[src/rtl/pos_link_pkg.sv]
// pos_link_pkg: shared frame constants, FSM encodings and checksum helper for the position link.
package pos_link_pkg;
  localparam int FRAME_LEN = 6;
  localparam logic [7:0] SYNC_DEFAULT = 8'hA5;
  typedef enum logic {T_IDLE, T_SEND} tx_state_e;
  typedef enum logic [2:0] {R_HUNT, R_B1, R_B2, R_B3, R_B4, R_CHK} rx_state_e;
  function automatic logic [7:0] frame_csum(input logic [7:0] b1, b2, b3, b4);
    return b1 ^ b2 ^ b3 ^ b4;
  endfunction
endpackage

[src/rtl/pos_link_ctrl_if.sv]
// pos_link_ctrl_if: joystick/vga side inputs, uart byte FIFO handshakes and remote-position outputs.
interface pos_link_ctrl_if;
  logic       vsync;
  logic [9:0] x_local, y_local;
  logic       tx_ready;
  logic [7:0] tx_data;
  logic       tx_wr;
  logic [7:0] rx_data;
  logic       rx_valid;
  logic [9:0] x_remote, y_remote;
  logic       frame_ok, frame_err, link_up;
  modport master(input vsync, x_local, y_local, tx_ready, rx_data, rx_valid,
                 output tx_data, tx_wr, x_remote, y_remote, frame_ok, frame_err, link_up);
  modport slave(output vsync, x_local, y_local, tx_ready, rx_data, rx_valid,
                input tx_data, tx_wr, x_remote, y_remote, frame_ok, frame_err, link_up);
endinterface

[src/rtl/pos_frame_rx.sv]
// pos_frame_rx: parses incoming position frames, runs inter-byte and link timers, holds remote position.
import pos_link_pkg::*;
module pos_frame_rx #(
  parameter logic [7:0] SYNC_BYTE    = SYNC_DEFAULT,
  parameter int         BYTE_TIMEOUT = 65000,
  parameter int         LINK_TIMEOUT = 6500000
) (
  input  logic       clk,
  input  logic       rst,
  input  logic [7:0] rx_data_i,
  input  logic       rx_valid_i,
  output logic [9:0] x_remote_o,
  output logic [9:0] y_remote_o,
  output logic       frame_ok_o,
  output logic       frame_err_o,
  output logic       link_up_o
);
  localparam int BW = $clog2(BYTE_TIMEOUT + 1);
  localparam int LW = $clog2(LINK_TIMEOUT + 1);
  rx_state_e       st_q;
  logic [3:0][7:0] b_q;
  logic [BW-1:0]   byte_cnt_q;
  logic [LW-1:0]   link_cnt_q;
  always_ff @(posedge clk or posedge rst) begin
    if (rst) begin
      st_q        <= R_HUNT;
      b_q         <= '0;
      byte_cnt_q  <= '0;
      link_cnt_q  <= '0;
      x_remote_o  <= '0;
      y_remote_o  <= '0;
      frame_ok_o  <= 1'b0;
      frame_err_o <= 1'b0;
      link_up_o   <= 1'b0;
    end else begin
      frame_ok_o  <= 1'b0;
      frame_err_o <= 1'b0;
      link_cnt_q  <= link_cnt_q == LW'(LINK_TIMEOUT) ? link_cnt_q : link_cnt_q + 1'b1;
      if (link_cnt_q == LW'(LINK_TIMEOUT)) link_up_o <= 1'b0;
      byte_cnt_q  <= rx_valid_i || st_q == R_HUNT ? '0 : byte_cnt_q + 1'b1;
      // a byte arriving in the same cycle as the timeout wins over the timeout
      if (rx_valid_i) begin
        case (st_q)
          R_HUNT: if (rx_data_i == SYNC_BYTE) st_q <= R_B1;
          R_CHK: begin
            st_q <= R_HUNT;
            if (rx_data_i == frame_csum(b_q[3], b_q[2], b_q[1], b_q[0])) begin
              x_remote_o <= {b_q[3][1:0], b_q[2]};
              y_remote_o <= {b_q[1][1:0], b_q[0]};
              frame_ok_o <= 1'b1;
              link_cnt_q <= '0;
              link_up_o  <= 1'b1;
            end else frame_err_o <= 1'b1;
          end
          default: begin
            b_q  <= {b_q[2:0], rx_data_i};
            st_q <= rx_state_e'(st_q + 3'd1);
          end
        endcase
      end else if (st_q != R_HUNT && byte_cnt_q == BW'(BYTE_TIMEOUT)) begin
        frame_err_o <= 1'b1;
        st_q        <= R_HUNT;
        byte_cnt_q  <= '0;
      end
    end
  end
endmodule

[src/rtl/pos_link_ctrl.sv]
// pos_link_ctrl: sends the local position once per FRAME_DIV vsync edges and publishes the validated remote position.
import pos_link_pkg::*;
module pos_link_ctrl #(
  parameter int         FRAME_DIV    = 1,
  parameter logic [7:0] SYNC_BYTE    = SYNC_DEFAULT,
  parameter int         BYTE_TIMEOUT = 65000,
  parameter int         LINK_TIMEOUT = 6500000
) (
  input logic clk,
  input logic rst,
  pos_link_ctrl_if.master link
);
  tx_state_e  tx_st_q;
  logic       vsync_q;
  logic [3:0] div_q;
  logic [2:0] idx_q;
  logic [9:0] x_q, y_q;
  logic [7:0] csum_q;
  logic       vs_rise, fire;
  assign vs_rise = link.vsync & ~vsync_q;
  assign fire    = vs_rise && div_q == 4'(FRAME_DIV - 1);
  always_comb begin
    link.tx_wr   = tx_st_q == T_SEND && link.tx_ready;
    link.tx_data = tx_st_q != T_SEND ? 8'h00 :
                   idx_q == 3'd0     ? SYNC_BYTE :
                   idx_q == 3'd1     ? {6'b0, x_q[9:8]} :
                   idx_q == 3'd2     ? x_q[7:0] :
                   idx_q == 3'd3     ? {6'b0, y_q[9:8]} :
                   idx_q == 3'd4     ? y_q[7:0] : csum_q;
  end
  always_ff @(posedge clk or posedge rst) begin
    if (rst) begin
      tx_st_q <= T_IDLE;
      vsync_q <= 1'b0;
      div_q   <= '0;
      idx_q   <= '0;
      x_q     <= '0;
      y_q     <= '0;
      csum_q  <= '0;
    end else begin
      vsync_q <= link.vsync;
      if (vs_rise) div_q <= fire ? '0 : div_q + 4'd1;
      // a fire during T_SEND is simply ignored so the frame in flight stays intact
      if (tx_st_q == T_IDLE) begin
        if (fire) begin
          tx_st_q <= T_SEND;
          idx_q   <= '0;
          x_q     <= link.x_local;
          y_q     <= link.y_local;
          csum_q  <= frame_csum({6'b0, link.x_local[9:8]}, link.x_local[7:0],
                                {6'b0, link.y_local[9:8]}, link.y_local[7:0]);
        end
      end else if (link.tx_ready) begin
        idx_q <= idx_q + 3'd1;
        if (idx_q == 3'(FRAME_LEN - 1)) tx_st_q <= T_IDLE;
      end
    end
  end
  pos_frame_rx #(.SYNC_BYTE(SYNC_BYTE), .BYTE_TIMEOUT(BYTE_TIMEOUT), .LINK_TIMEOUT(LINK_TIMEOUT)) u_rx (
    .clk        (clk),
    .rst        (rst),
    .rx_data_i  (link.rx_data),
    .rx_valid_i (link.rx_valid),
    .x_remote_o (link.x_remote),
    .y_remote_o (link.y_remote),
    .frame_ok_o (link.frame_ok),
    .frame_err_o(link.frame_err),
    .link_up_o  (link.link_up)
  );
endmodule

[src/flat_wrapper.sv]
// flat-port wrapper written by rule: the top's interface ports become plain ports
module pos_link_ctrl_flat 
#(
  parameter int         FRAME_DIV    = 1,
  parameter logic [7:0] SYNC_BYTE    = SYNC_DEFAULT,
  parameter int         BYTE_TIMEOUT = 65000,
  parameter int         LINK_TIMEOUT = 6500000
)
  (clk, rst, link_vsync, link_x_local, link_y_local, link_tx_ready, link_rx_data, link_rx_valid, link_tx_data, link_tx_wr, link_x_remote, link_y_remote, link_frame_ok, link_frame_err, link_link_up);
  pos_link_ctrl_if link_i ();
  input logic clk;
  input logic rst;
  input wire logic [$bits(link_i.vsync)-1:0] link_vsync;
  input wire logic [$bits(link_i.x_local)-1:0] link_x_local;
  input wire logic [$bits(link_i.y_local)-1:0] link_y_local;
  input wire logic [$bits(link_i.tx_ready)-1:0] link_tx_ready;
  input wire logic [$bits(link_i.rx_data)-1:0] link_rx_data;
  input wire logic [$bits(link_i.rx_valid)-1:0] link_rx_valid;
  output wire logic [$bits(link_i.tx_data)-1:0] link_tx_data;
  output wire logic [$bits(link_i.tx_wr)-1:0] link_tx_wr;
  output wire logic [$bits(link_i.x_remote)-1:0] link_x_remote;
  output wire logic [$bits(link_i.y_remote)-1:0] link_y_remote;
  output wire logic [$bits(link_i.frame_ok)-1:0] link_frame_ok;
  output wire logic [$bits(link_i.frame_err)-1:0] link_frame_err;
  output wire logic [$bits(link_i.link_up)-1:0] link_link_up;
  assign link_i.vsync = link_vsync;
  assign link_i.x_local = link_x_local;
  assign link_i.y_local = link_y_local;
  assign link_i.tx_ready = link_tx_ready;
  assign link_i.rx_data = link_rx_data;
  assign link_i.rx_valid = link_rx_valid;
  assign link_tx_data = link_i.tx_data;
  assign link_tx_wr = link_i.tx_wr;
  assign link_x_remote = link_i.x_remote;
  assign link_y_remote = link_i.y_remote;
  assign link_frame_ok = link_i.frame_ok;
  assign link_frame_err = link_i.frame_err;
  assign link_link_up = link_i.link_up;
  pos_link_ctrl #(.FRAME_DIV(FRAME_DIV), .SYNC_BYTE(SYNC_BYTE), .BYTE_TIMEOUT(BYTE_TIMEOUT), .LINK_TIMEOUT(LINK_TIMEOUT)) u_core (.clk(clk), .rst(rst), .link(link_i));
endmodule
[config.mk]
export PLATFORM = sky130hd
export DESIGN_NAME = pos_link_ctrl_flat
export DESIGN_NICKNAME = d
export VERILOG_FILES = /design/src/rtl/pos_link_pkg.sv /design/src/rtl/pos_link_ctrl_if.sv /design/src/rtl/pos_frame_rx.sv /design/src/rtl/pos_link_ctrl.sv /design/src/flat_wrapper.sv
export SDC_FILE = /design/constraint.sdc
export NUM_CORES = 1
export LEC_CHECK = 0
export ABC_AREA = 1
export CAP_MARGIN = 25
export CORE_UTILIZATION = 50
export CTS_BUF_LIST = sky130_fd_sc_hd__clkbuf_4
export CTS_CLUSTER_SIZE = 30
export DETAILED_ROUTE_END_ITERATION = 12
export PLACE_DENSITY = 0.67
export SYNTH_ARGS = -nofsm -noshare
export SYNTH_HDL_FRONTEND = slang
export SYNTH_SLANG_ARGS = --single-unit
export TNS_END_PERCENT = 20
[constraint.sdc]
create_clock -name clk -period 8.1 [get_ports clk]
set_clock_uncertainty 0.2 [all_clocks]
set_input_delay 0.81 -clock clk [delete_from_list [all_inputs] [get_ports clk]]
set_output_delay 0.81 -clock clk [all_outputs]
set_load 0.01 [all_outputs]
==> key figures, run 1 <==
Outcome
  • Status: completed

Yosys
  • Post-Syn Nets: 907
  • Number of flops mapped to enable cells by yosys: 0
  • Register area share after synthesis: 48.8%
  • Avg Inst Size Synth: 7.99 um^2
  • Mapped cell area: 0.00687 mm^2
  • Synth unique cells: 36
  • Syn Inst Count: 860
  • Synthesized flop and latch total: 134
  • Post-synth ARST share: 100%
  • Ys Warns: 0
  • Predominant post-synthesis flop cell: dfrtp_1

GRT
  • Largest net degree at the start of global routing: 81
  • Overall Global Routing Usage: 22.2%
  • Antenna violations before repair: 1
  • First-pass GRT wire length: 24900 um
  • Vias in the first global route: 5355
  • Grt total ovfl: 0

Clock network
  • Post-CTS Resized: 0
  • Post-CTS Hold Buffers: 0
  • Clock sinks: 134
  • Worst-Skew Late Latency: 0.53 ns
  • Worst-path clk slew: 0.11 ns
  • Root buffer cell: clkbuf_4
  • CTS H-tree lvls: 4
  • TritonCTS Buffers: 17
  • Clk buf depth: 2
  • Postcts setup bufs: 0
  • CTS tree: done

Critical path
  • Data required, critical path: 7.09 ns
  • Max stage delay on crit path: 0.55 ns
  • Arrival time worst endpoint: 2.93 ns
  • Setup crit end kind: output port
  • Crit-path cells: inv_1, ha_1, nand2_1, nand2_1, inv_1, o21ai_0, o22ai_1, nand2_1, a21oi_1, clkdlybuf4s50_1
  • Critical path type: reg2out
  • Crit path max fanout: 8
  • Startpoint Class: flop
  • R2r startpoint: u_core.div_q[0]$_DFFE_PP0P_
  • Critical Path Most Common Cell: nand2_1
  • Reg2reg end: u_core.csum_q[3]$_DFFE_PP0P_
  • Worst r2r path cells: 10
  • Worst path slowest cell: clkdlybuf4s50_1
  • Reg2Reg Setup Slack: 5.22 ns

Pwr
  • Static Leak: 4.09 nW
  • Cell Pwr Density: 299 mW/mm^2
  • Worst vdd ir: 0.000171 V

Floorplan
  • Core Rows: 42
  • # IOs: 65
  • Core footprint: 0.0133 mm^2
  • Die Wd: 119 um
  • Die height: 119 um
  • Initial core utilization: 51.7%
  • Die Area: 0.0142 mm^2

STA
  • TNS Setup: 0 ns
  • Slew headroom: 38.2%
  • Unrepaired setup endpoints after global routing: no
  • Fmax: 254 MHz
  • Max-slew violations: 0
  • Endpoints failing setup: 0
  • Final Cycle Share: 48.7%
  • Final Hold Fails: 0
  • Slew @ Worst Pin: 0.925 ns
  • Fin crit period: 3.94 ns

Cells and area
  • Nets: 976
  • Share of layout cells above drive strength 1: 9.55%
  • Area Overhead vs Synth: 16.6%
  • Register area: 0.00335 mm^2
  • Multi-input gate area: 0.00296 mm^2
  • Filler instances: 1207
  • Final Util: 60.2%

Min path
  • Hold Crit Depth: 1
  • Worst hold path type: reg2reg
  • Beginning of the worst hold path: u_core.div_q[3]$_DFFE_PP0P_
  • Worst Hold Path EP: u_core.div_q[3]$_DFFE_PP0P_

Route
  • Via count: 5600
  • DRC: 0
  • Antenna Nets Post-Route: 0
  • Total wire length: 14600 um
  • Routed vias/inst: 5.00
  • Iteration-0 DRC Markers: 379
  • Drt first pass iters: 5
  • Drt wl/cell: 13.0 um

Placement
  • Placer Congestion: 0.884
  • DP HPWL: 10400 um
  • Port bufs: 64

Run
  • Maxcap violations: 0
[kinds of logic (layout without fill, tap and decap cells)]
family	count (synthesis)	in the layout	share of synthesized area, %
flip-flops	134	134	48.8
AO/OA/AOI/OAI	88	88	6.89
buffers and inverters	139	221	8.20
AND/OR/NAND/NOR	444	444	28.3
adder cells (fa/ha/maj)	14	14	2.55
other	0	1	0
XOR/XNOR	41	41	5.23
[sequential cells by signal, indices dropped and copies added (netlist names)]
signal                   flops
u_core.u_rx.b_q             32
u_core.u_rx.link_cnt_q      23
u_core.u_rx.byte_cnt_q      16
u_core.u_rx.x_remote_o      10
u_core.u_rx.y_remote_o      10
u_core.x_q                  10
u_core.y_q                  10
u_core.csum_q                8
u_core.div_q                 4
u_core.idx_q                 3
u_core.u_rx.st_q             3
u_core.tx_st_q               1
u_core.u_rx.frame_err_o      1
u_core.u_rx.frame_ok_o       1
u_core.u_rx.link_up_o        1
u_core.vsync_q               1
[final cells by class]
type                       count  area share, %
clock inverter                14           2.30
antenna                        1         0.0312
inverter                     119           5.61
tap                          176           2.75
clock buffer                  18           1.69
timing repair buffer          70           8.86
multi-input combinational    587           36.9
sequential                   134           41.9
[worst max-delay path by stage]
stage | startpoint | end | slack (ns) | cells past startpoint
6_report | u_core.idx_q[0]$_DFFE_PP0P_ | link_tx_data[2] | 4.16 | 10
3_5_place_dp | link_vsync | u_core.csum_q[7]$_DFFE_PP0P_ | 4.63 | 10
3_3_place_gp | link_vsync | u_core.csum_q[4]$_DFFE_PP0P_ | 4.73 | 10
2_1_floorplan | rst | u_core.csum_q[0]$_DFFE_PP0P_ | 3.51 | 1
5_1_grt | u_core.idx_q[0]$_DFFE_PP0P_ | link_tx_data[5] | 3.88 | 10
4_1_cts | u_core.idx_q[0]$_DFFE_PP0P_ | link_tx_data[2] | 4.10 | 10
[placed cells by master, fill, tap and decap left out, types with 4 or more instances in the layout]
cell / netlist / final
nand2_1: 291 / 291
ha_1: 14 / 14
nor3_1: 10 / 10
nor2_1: 39 / 38
inv_2: 23 / 23
clkbuf_4: 0 / 18
a21oi_1: 15 / 15
o22ai_1: 5 / 5
xnor2_1: 14 / 14
o21ai_0: 56 / 56
nand4_1: 32 / 32
dfrtp_1: 134 / 134
clkdlybuf4s50_1: 0 / 64
nor2_2: 4 / 5
inv_1: 95 / 94
nand2_2: 17 / 17
bufinv_16: 0 / 4
buf_4: 1 / 4
nand3_1: 36 / 36
xor2_1: 27 / 27
clkinv_2: 0 / 4
[metrics by stage]
stage               instances  hold WS [ns]  setup slack [ns]  total power [mW]  instance area [um^2]
floorplan                 860         0.232              3.51              1.64                  6870
global placement         1084         0.247              4.73              1.87                  7650
detailed placement       1085         0.259              4.63              1.92                  7660
CTS                      1117         0.284              4.10              2.42                  7980
global route             1119         0.298              3.88              2.61                  8010
finish                   1119         0.278              4.16              2.39                  8010
[where the power goes]
part	switching [mW]	internal, mW
logic	0.555	0.347
registers	0.151	0.852
clock network	0.243	0.246
total	0.949	1.44
[worst max-delay path, delay by kind of cell (launching register included)]
kind | cells | cell delay [ns]
buf+inv | 3 | 0.87
compound gates | 3 | 0.50
simple gates | 3 | 0.42
flops | 1 | 0.40
fa+ha+maj | 1 | 0.22
[Yosys cell counts (3+ instances only)]
cell	n	area, um^2
nand3_1	36	180
nor2_2	4	25.0
clkbuf_1	9	33.8
nand4_1	32	200
nand3b_1	3	22.5
nor4_1	3	18.8
o21ai_0	56	280
nor2_1	39	146
buf_6	4	45.0
a21oi_1	15	75.1
inv_1	95	357
nand2_2	17	106
ha_1	14	175
xnor2_1	14	123
a2bb2oi_1	3	26.3
nor3_1	10	50.1
inv_2	23	86.3
xor2_1	27	236
nand2_1	291	1090
buf_2	6	30.0
dfrtp_1	134	3350
o22ai_1	5	31.3
[per-layer routing]
layer	track usage (%)	vias to the layer above	part of all wire (%)
met1	29.7	2628	47
li1	-	2860	-
met2	35.9	99	49
met5	0	-	0
met4	6.41	0	0.77
met3	4.93	13	3.5
Note: power is estimated with default switching activity, not from simulation.
==> run 2: changes to the inputs <==
- clock period: 8.1 -> 3.71 ns (I/O delays scaled with it)
==> run 2 against run 1 <==
  * Flip-flop and latch count stayed put
  * Largest cell class unchanged
  * First-iteration DRC count is 21% higher
  * Count of clock-buffer cells in the layout stayed put
  * Combinational power rose by 120%
  * Non-clock buffer count is 5 higher
  * Final area up 0.14%
  * Global-route usage up 0.40 points
  * Sequential power up 120%
  * Core utilization grew 0.085 points
  * Sequential share of layout area fell by 0.059 points
  * Die area is the same
  * Register-to-register slack worse by 4.2 ns
==> key figures, run 2 (synthesis gave the netlist of run 1 again) <==
Cells and area
  • Share of layout cells above drive strength 1: 10.2%
  • Commonest non-fill, non-tap cells in the layout: 291 x nand2_1, 134 x dfrtp_1, 92 x inv_1
  • Area Overhead vs Synth: 16.8%
  • Max FFs per register: 32
  • Commonest non-fill, non-tap cell in the layout: nand2_1
  • Largest register by flop count: u_core.u_rx.b_q
  • Multi-input gate area: 0.00296 mm^2
  • Filler instances: 1239
  • Top flop regs: u_core.u_rx.b_q (32), u_core.u_rx.link_cnt_q (23), u_core.u_rx.byte_cnt_q (16)
  • Register area: 0.00335 mm^2
  • Nets: 981

Route
  • Via count: 5607
  • DRC: 0
  • Drt first pass iters: 4
  • Drt wl/cell: 13.1 um
  • Antenna Nets Post-Route: 0
  • Iteration-0 DRC Markers: 459
  • Routed vias/inst: 4.99
  • Total wire length: 14800 um

Placement
  • Port bufs: 64
  • DP HPWL: 10600 um
  • Placer Congestion: 0.902

Floorplan
  • Die height: 119 um
  • Die Area: 0.0142 mm^2
  • Core Rows: 42
  • Core footprint: 0.0133 mm^2
  • Die Wd: 119 um
  • # IOs: 65
  • Initial core utilization: 51.7%

GRT
  • Antenna violations before repair: 1
  • M2 GR Usage: 37.2%
  • Vias in the first global route: 5446
  • Largest net degree at the start of global routing: 48
  • Grt total ovfl: 0
  • GRT Max-Usage Layer: met2
  • Overall Global Routing Usage: 22.6%
  • Met1 Use GR: 29.6%
  • First-pass GRT wire length: 25400 um
  • Grt met3 use: 4.98%

Critical path
  • Worst path slowest cell: clkdlybuf4s50_1
  • Arrival time worst endpoint: 2.85 ns
  • Crit path max fanout: 9
  • Startpoint Class: flop
  • Critical Path Most Common Cell: nand2_1
  • Setup crit end kind: output port
  • Worst r2r path cells: 10
  • Reg2reg end: u_core.csum_q[6]$_DFFE_PP0P_
  • Crit. path cell count: 9
  • Data required, critical path: 3.14 ns
  • Critical path type: reg2out
  • Crit-path cells: inv_1, ha_1, nand2_1, inv_2, o21ai_0, o22ai_1, nand2_1, a21oi_1, clkdlybuf4s50_1
  • Critical Path Start: u_core.idx_q[0]$_DFFE_PP0P_
  • WP buf/inv: 3
  • CP endpoint: link_tx_data[2]
  • Reg2Reg Setup Slack: 1.03 ns
  • Max stage delay on crit path: 0.55 ns
  • Crit-path leading delay family: buffers and inverters
  • R2r startpoint: u_core.div_q[0]$_DFFE_PP0P_

Clock network
  • CTS H-tree lvls: 4
  • Worst-Skew Late Latency: 0.54 ns
  • CTS tree: done
  • TritonCTS Buffers: 17
  • Clk buf depth: 2
  • Clock sinks: 134
  • Worst-path clk slew: 0.12 ns
  • Root buffer cell: clkbuf_4
  • Postcts setup bufs: 0

Min path
  • Worst hold path type: in2reg

Pwr
  • Sequential power share: 42.4%
  • Worst vdd ir: 0.000353 V
  • Design Power: 5.14 mW
  • Sw frac: 41.1%
  • Comb pwr share: 38.6%
  • Static Leak: 4.08 nW
  • Int Pwr: 3.02 mW
  • P_sw: 2.11 mW
  • Clock Power Share: 19.0%
  • Cell Pwr Density: 640 mW/mm^2

STA
  • Final Hold Fails: 0
  • Fin crit period: 3.42 ns
  • Unrepaired setup endpoints after global routing: no
  • Endpoints failing setup: 0
  • Final Cycle Share: 92.3%
  • Max-slew violations: 0
  • Hold WS: 0.116 ns
  • Fmax: 292 MHz
  • Slew @ Worst Pin: 0.727 ns
  • TNS Setup: 0 ns
  • Slew headroom: 51.5%

Run
  • Maxcap violations: 0

Outcome
  • Status: completed
run 2: final cells by class:
cell class,count,share of cell area (%)
repair buffers,75,9.36
clock buffers,18,1.68
clock inverters,14,1.90
well taps,176,2.75
multi-input cells,587,36.8
flip-flops and latches,134,41.8
diodes,1,0.0312
inverters,119,5.62
run 2: worst min path at each step:
stage / from / endpoint / slack (ns) / cells past startpoint
after floorplan: link_vsync / u_core.vsync_q$_DFF_PP0_ / 0.20 / 0
after global placement: u_core.u_rx.byte_cnt_q[0]$_DFF_PP0_ / u_core.u_rx.byte_cnt_q[0]$_DFF_PP0_ / 0.25 / 1
after detailed placement: u_core.y_q[0]$_DFFE_PP0P_ / u_core.y_q[0]$_DFFE_PP0P_ / 0.26 / 2
after CTS: link_vsync / u_core.vsync_q$_DFF_PP0_ / 0.08 / 1
after global routing: link_vsync / u_core.vsync_q$_DFF_PP0_ / 0.08 / 1
final: link_vsync / u_core.vsync_q$_DFF_PP0_ / 0.12 / 1
run 2: per-layer routing:
layer	routed length (um)	vias up
li1	-	2865
met1	6890	2656
met2	7280	73
met3	470	13
met4	148	0
met5	0	-
run 2: worst reg2reg max path: stages (launching register included):
cell	delay, ns
dfrtp_1	0.42
inv_1	0.11
ha_1	0.15
nor3b_1	0.29
nand2_1	0.14
nor2_2	0.54
inv_2	0.39
nand2_1	0.16
nand2_1	0.06
nand2_1	0.05
o21ai_0	0.07
run 2: power groups by stage:
| stage | Combinational (mW) | Sequential [mW] | Clock [mW] |
|---|---|---|---|
| final | 1.98 | 2.18 | 0.976 |
| after global placement | 1.91 | 2.19 | 0 |
| after floorplan | 1.47 | 2.12 | 0 |
| after detailed placement | 1.97 | 2.20 | 0 |
| after CTS | 1.98 | 2.18 | 1.00 |
| after global routing | 2.27 | 2.24 | 1.07 |
run 2: what timing repair did:
action                                  in CTS  in global routing
endpoints found under the hold margin        0                  6
endpoints found under the setup margin       0                  3
hold buffers                                 0                  1
gates resized for setup                      0                  2
run 2: stage by stage:
step | setup slack [ns] | area, um^2 | utilization [%] | instances
after CTS | 0.142 | 7990 | 60.1 | 1121
final | 0.287 | 8020 | 60.3 | 1124
after global placement | 0.807 | 7700 | 57.9 | 1089
after floorplan | 1.47 | 6870 | - | 860
after detailed placement | 0.762 | 7700 | 57.9 | 1089
after global routing | 0.0557 | 8020 | 60.3 | 1124
==> run 3: changes to the inputs <==
- CORE_UTILIZATION: 50 -> 35
- GPL_ROUTABILITY_DRIVEN: unset -> 0
- PLACE_DENSITY: 0.67 -> 0.49
==> run 3 against run 2 <==
  * Power grew 0.90%
  * Die area grew 42%
  * Final cell count grew 7.2%
  * Critical path type unchanged
==> key figures, run 3 (synthesis gave the netlist of run 1 again) <==
GRT
  • Overall Global Routing Usage: 16.8%
  • Grt total ovfl: 0
  • First-pass GRT wire length: 26400 um
  • Largest net degree at the start of global routing: 59
  • Antenna violations before repair: 1
  • Vias in the first global route: 5244

Cells and area
  • Commonest non-fill, non-tap cell in the layout: nand2_1
  • Commonest non-fill, non-tap cells in the layout: 290 x nand2_1, 134 x dfrtp_1, 93 x inv_1
  • Area Overhead vs Synth: 18.0%
  • Cell Count, Final, Fillers Out: 1205
  • Max FFs per register: 32
  • Nets: 978
  • Largest register by flop count: u_core.u_rx.b_q
  • Top flop regs: u_core.u_rx.b_q (32), u_core.u_rx.link_cnt_q (23), u_core.u_rx.byte_cnt_q (16)
  • Multi-input gate area: 0.00296 mm^2
  • Filler instances: 1946
  • Register area: 0.00335 mm^2
  • Share of layout cells above drive strength 1: 9.75%

STA
  • Max-slew violations: 0
  • Fmax: 297 MHz
  • Final Cycle Share: 90.8%
  • TNS Setup: 0 ns
  • Slew headroom: 43.5%
  • Fin crit period: 3.37 ns
  • Slew @ Worst Pin: 0.846 ns
  • Endpoints failing setup: 0
  • Unrepaired setup endpoints after global routing: no
  • Final Hold Fails: 0
  • Slack of the critical path: 0.340 ns

Pwr
  • Cell Pwr Density: 639 mW/mm^2
  • Static Leak: 4.09 nW
  • Worst vdd ir: 0.000362 V

Clock network
  • Clk buf depth: 2
  • Worst-path clk slew: 0.11 ns
  • Root buffer cell: clkbuf_4
  • CTS H-tree lvls: 4
  • Clock sinks: 134
  • CTS tree: done
  • Post-CTS Hold Buffers: 0
  • Worst-Skew Late Latency: 0.53 ns
  • TritonCTS Buffers: 17

Floorplan
  • Die height: 142 um
  • # IOs: 65
  • Core Rows: 50
  • Core footprint: 0.0190 mm^2
  • Initial core utilization: 36.2%
  • Die Area: 0.0202 mm^2
  • Die Wd: 142 um

Route
  • WL met1: 7780 um
  • Drt first pass iters: 4
  • Via count: 5417
  • Iteration-0 DRC Markers: 229
  • DRC: 0
  • Total wire length: 15600 um
  • DR top layer: met4
  • Routed vias/inst: 4.50
  • Antenna Nets Post-Route: 0
  • Drt wl/cell: 13.0 um
  • Met3 Routed Length: 433 um
  • Routed wl met2: 7320 um

Placement
  • # placed instances: 1172
  • Setup slack after placement: 0.773 ns
  • DP HPWL: 11000 um
  • Port bufs: 64

Critical path
  • Critical path type: reg2out
  • Crit-path leading delay family: buffers and inverters
  • Crit path max fanout: 9
  • Setup crit end kind: output port
  • Critical Path Most Common Cell: nand2_1
  • Crit-path cells: inv_1, ha_1, nand2_1, inv_2, o21ai_0, o22ai_1, nand2_1, a21oi_1, clkdlybuf4s50_1
  • Startpoint Class: flop
  • Arrival time worst endpoint: 2.80 ns
  • Data required, critical path: 3.14 ns
  • Worst path slowest cell: clkdlybuf4s50_1
  • WP buf/inv: 3
  • Max stage delay on crit path: 0.55 ns

Outcome
  • Status: completed

Min path
  • Worst hold path type: in2reg

Run
  • Maxcap violations: 0
[run 3: cell types whose count changed in the layout (fill, tap and decap cells not counted), moves of 2 or more]
cell and delta:
clkinvlp_4 -6, clkbuf_4 +3, clkinv_1 +3, buf_4 -2, clkinv_2 +2, inv_6 -2
[run 3: worst register-to-register path, delay by kind of cell (launching register included)]
| family | cells | cell delay (ns) |
|---|---|---|
| flip-flops | 1 | 0.42 |
| AND/OR/NAND/NOR | 4 | 0.94 |
| AO/OA/AOI/OAI | 1 | 0.13 |
| buffers and inverters | 2 | 0.41 |
| adder cells (fa/ha/maj) | 1 | 0.15 |
[run 3: area by class of cell]
| cell class | count | share of cell area, % |
|---|---|---|
| multi-input combinational | 587 | 36.5 |
| clock inverter | 11 | 1.64 |
| sequential | 134 | 41.4 |
| clock buffer | 21 | 1.95 |
| timing repair buffer | 72 | 8.95 |
| inverter | 119 | 5.56 |
| tap | 260 | 4.01 |
| antenna | 1 | 0.0309 |
[run 3: what timing repair did]
action                                  CTS  global route
endpoints found under the setup margin    0             1
setup buffers                             0             0
resized for setup                         0             2
[run 3: worst paths after layout]
path | start | endpoint | slack [ns] | cells past startpoint
setup / recovery | u_core.idx_q[0]$_DFFE_PP0P_ | link_tx_data[2] | 0.34 | 9
hold / removal | link_vsync | u_core.vsync_q$_DFF_PP0_ | 0.11 | 1
setup reg to reg | u_core.div_q[0]$_DFFE_PP0P_ | u_core.idx_q[1]$_DFFE_PP0P_ | 1.33 | 8
hold reg to reg | u_core.u_rx.byte_cnt_q[0]$_DFF_PP0_ | u_core.u_rx.byte_cnt_q[0]$_DFF_PP0_ | 0.26 | 1
max in group asynchronous | rst | u_core.u_rx.y_remote_o[5]$_DFFE_PP0P_ | 2.38 | 3
min in group asynchronous | rst | u_core.csum_q[3]$_DFFE_PP0P_ | 0.15 | 2
[run 3: power breakdown]
part	total (mW)	switching [mW]	internal (mW)
Clock	1.02	0.531	0.489
Sequential	2.19	0.328	1.86
Combinational	1.98	1.21	0.764
Total	5.18	2.07	3.11
[run 3: routing by layer]
layer | vias to the layer above | GRT usage [%]
met4 | 0 | 3.57
li1 | 2860 | -
met3 | 8 | 4.10
met1 | 2490 | 23.3
met5 | - | 0
met2 | 59 | 26.5
[run 3: per-stage QoR]
stage | instance area [um^2] | total power, mW | utilization (%) | hold WS, ns
final | 8110 | 5.18 | 42.8 | 0.109
after global routing | 8110 | 5.68 | 42.8 | 0.0688
after CTS | 8100 | 5.26 | 42.7 | 0.0614
after detailed placement | 7810 | 4.21 | 41.2 | 0.249
after global placement | 7810 | 4.20 | 41.2 | 0.249
after floorplan | 6870 | 3.59 | - | 0.202
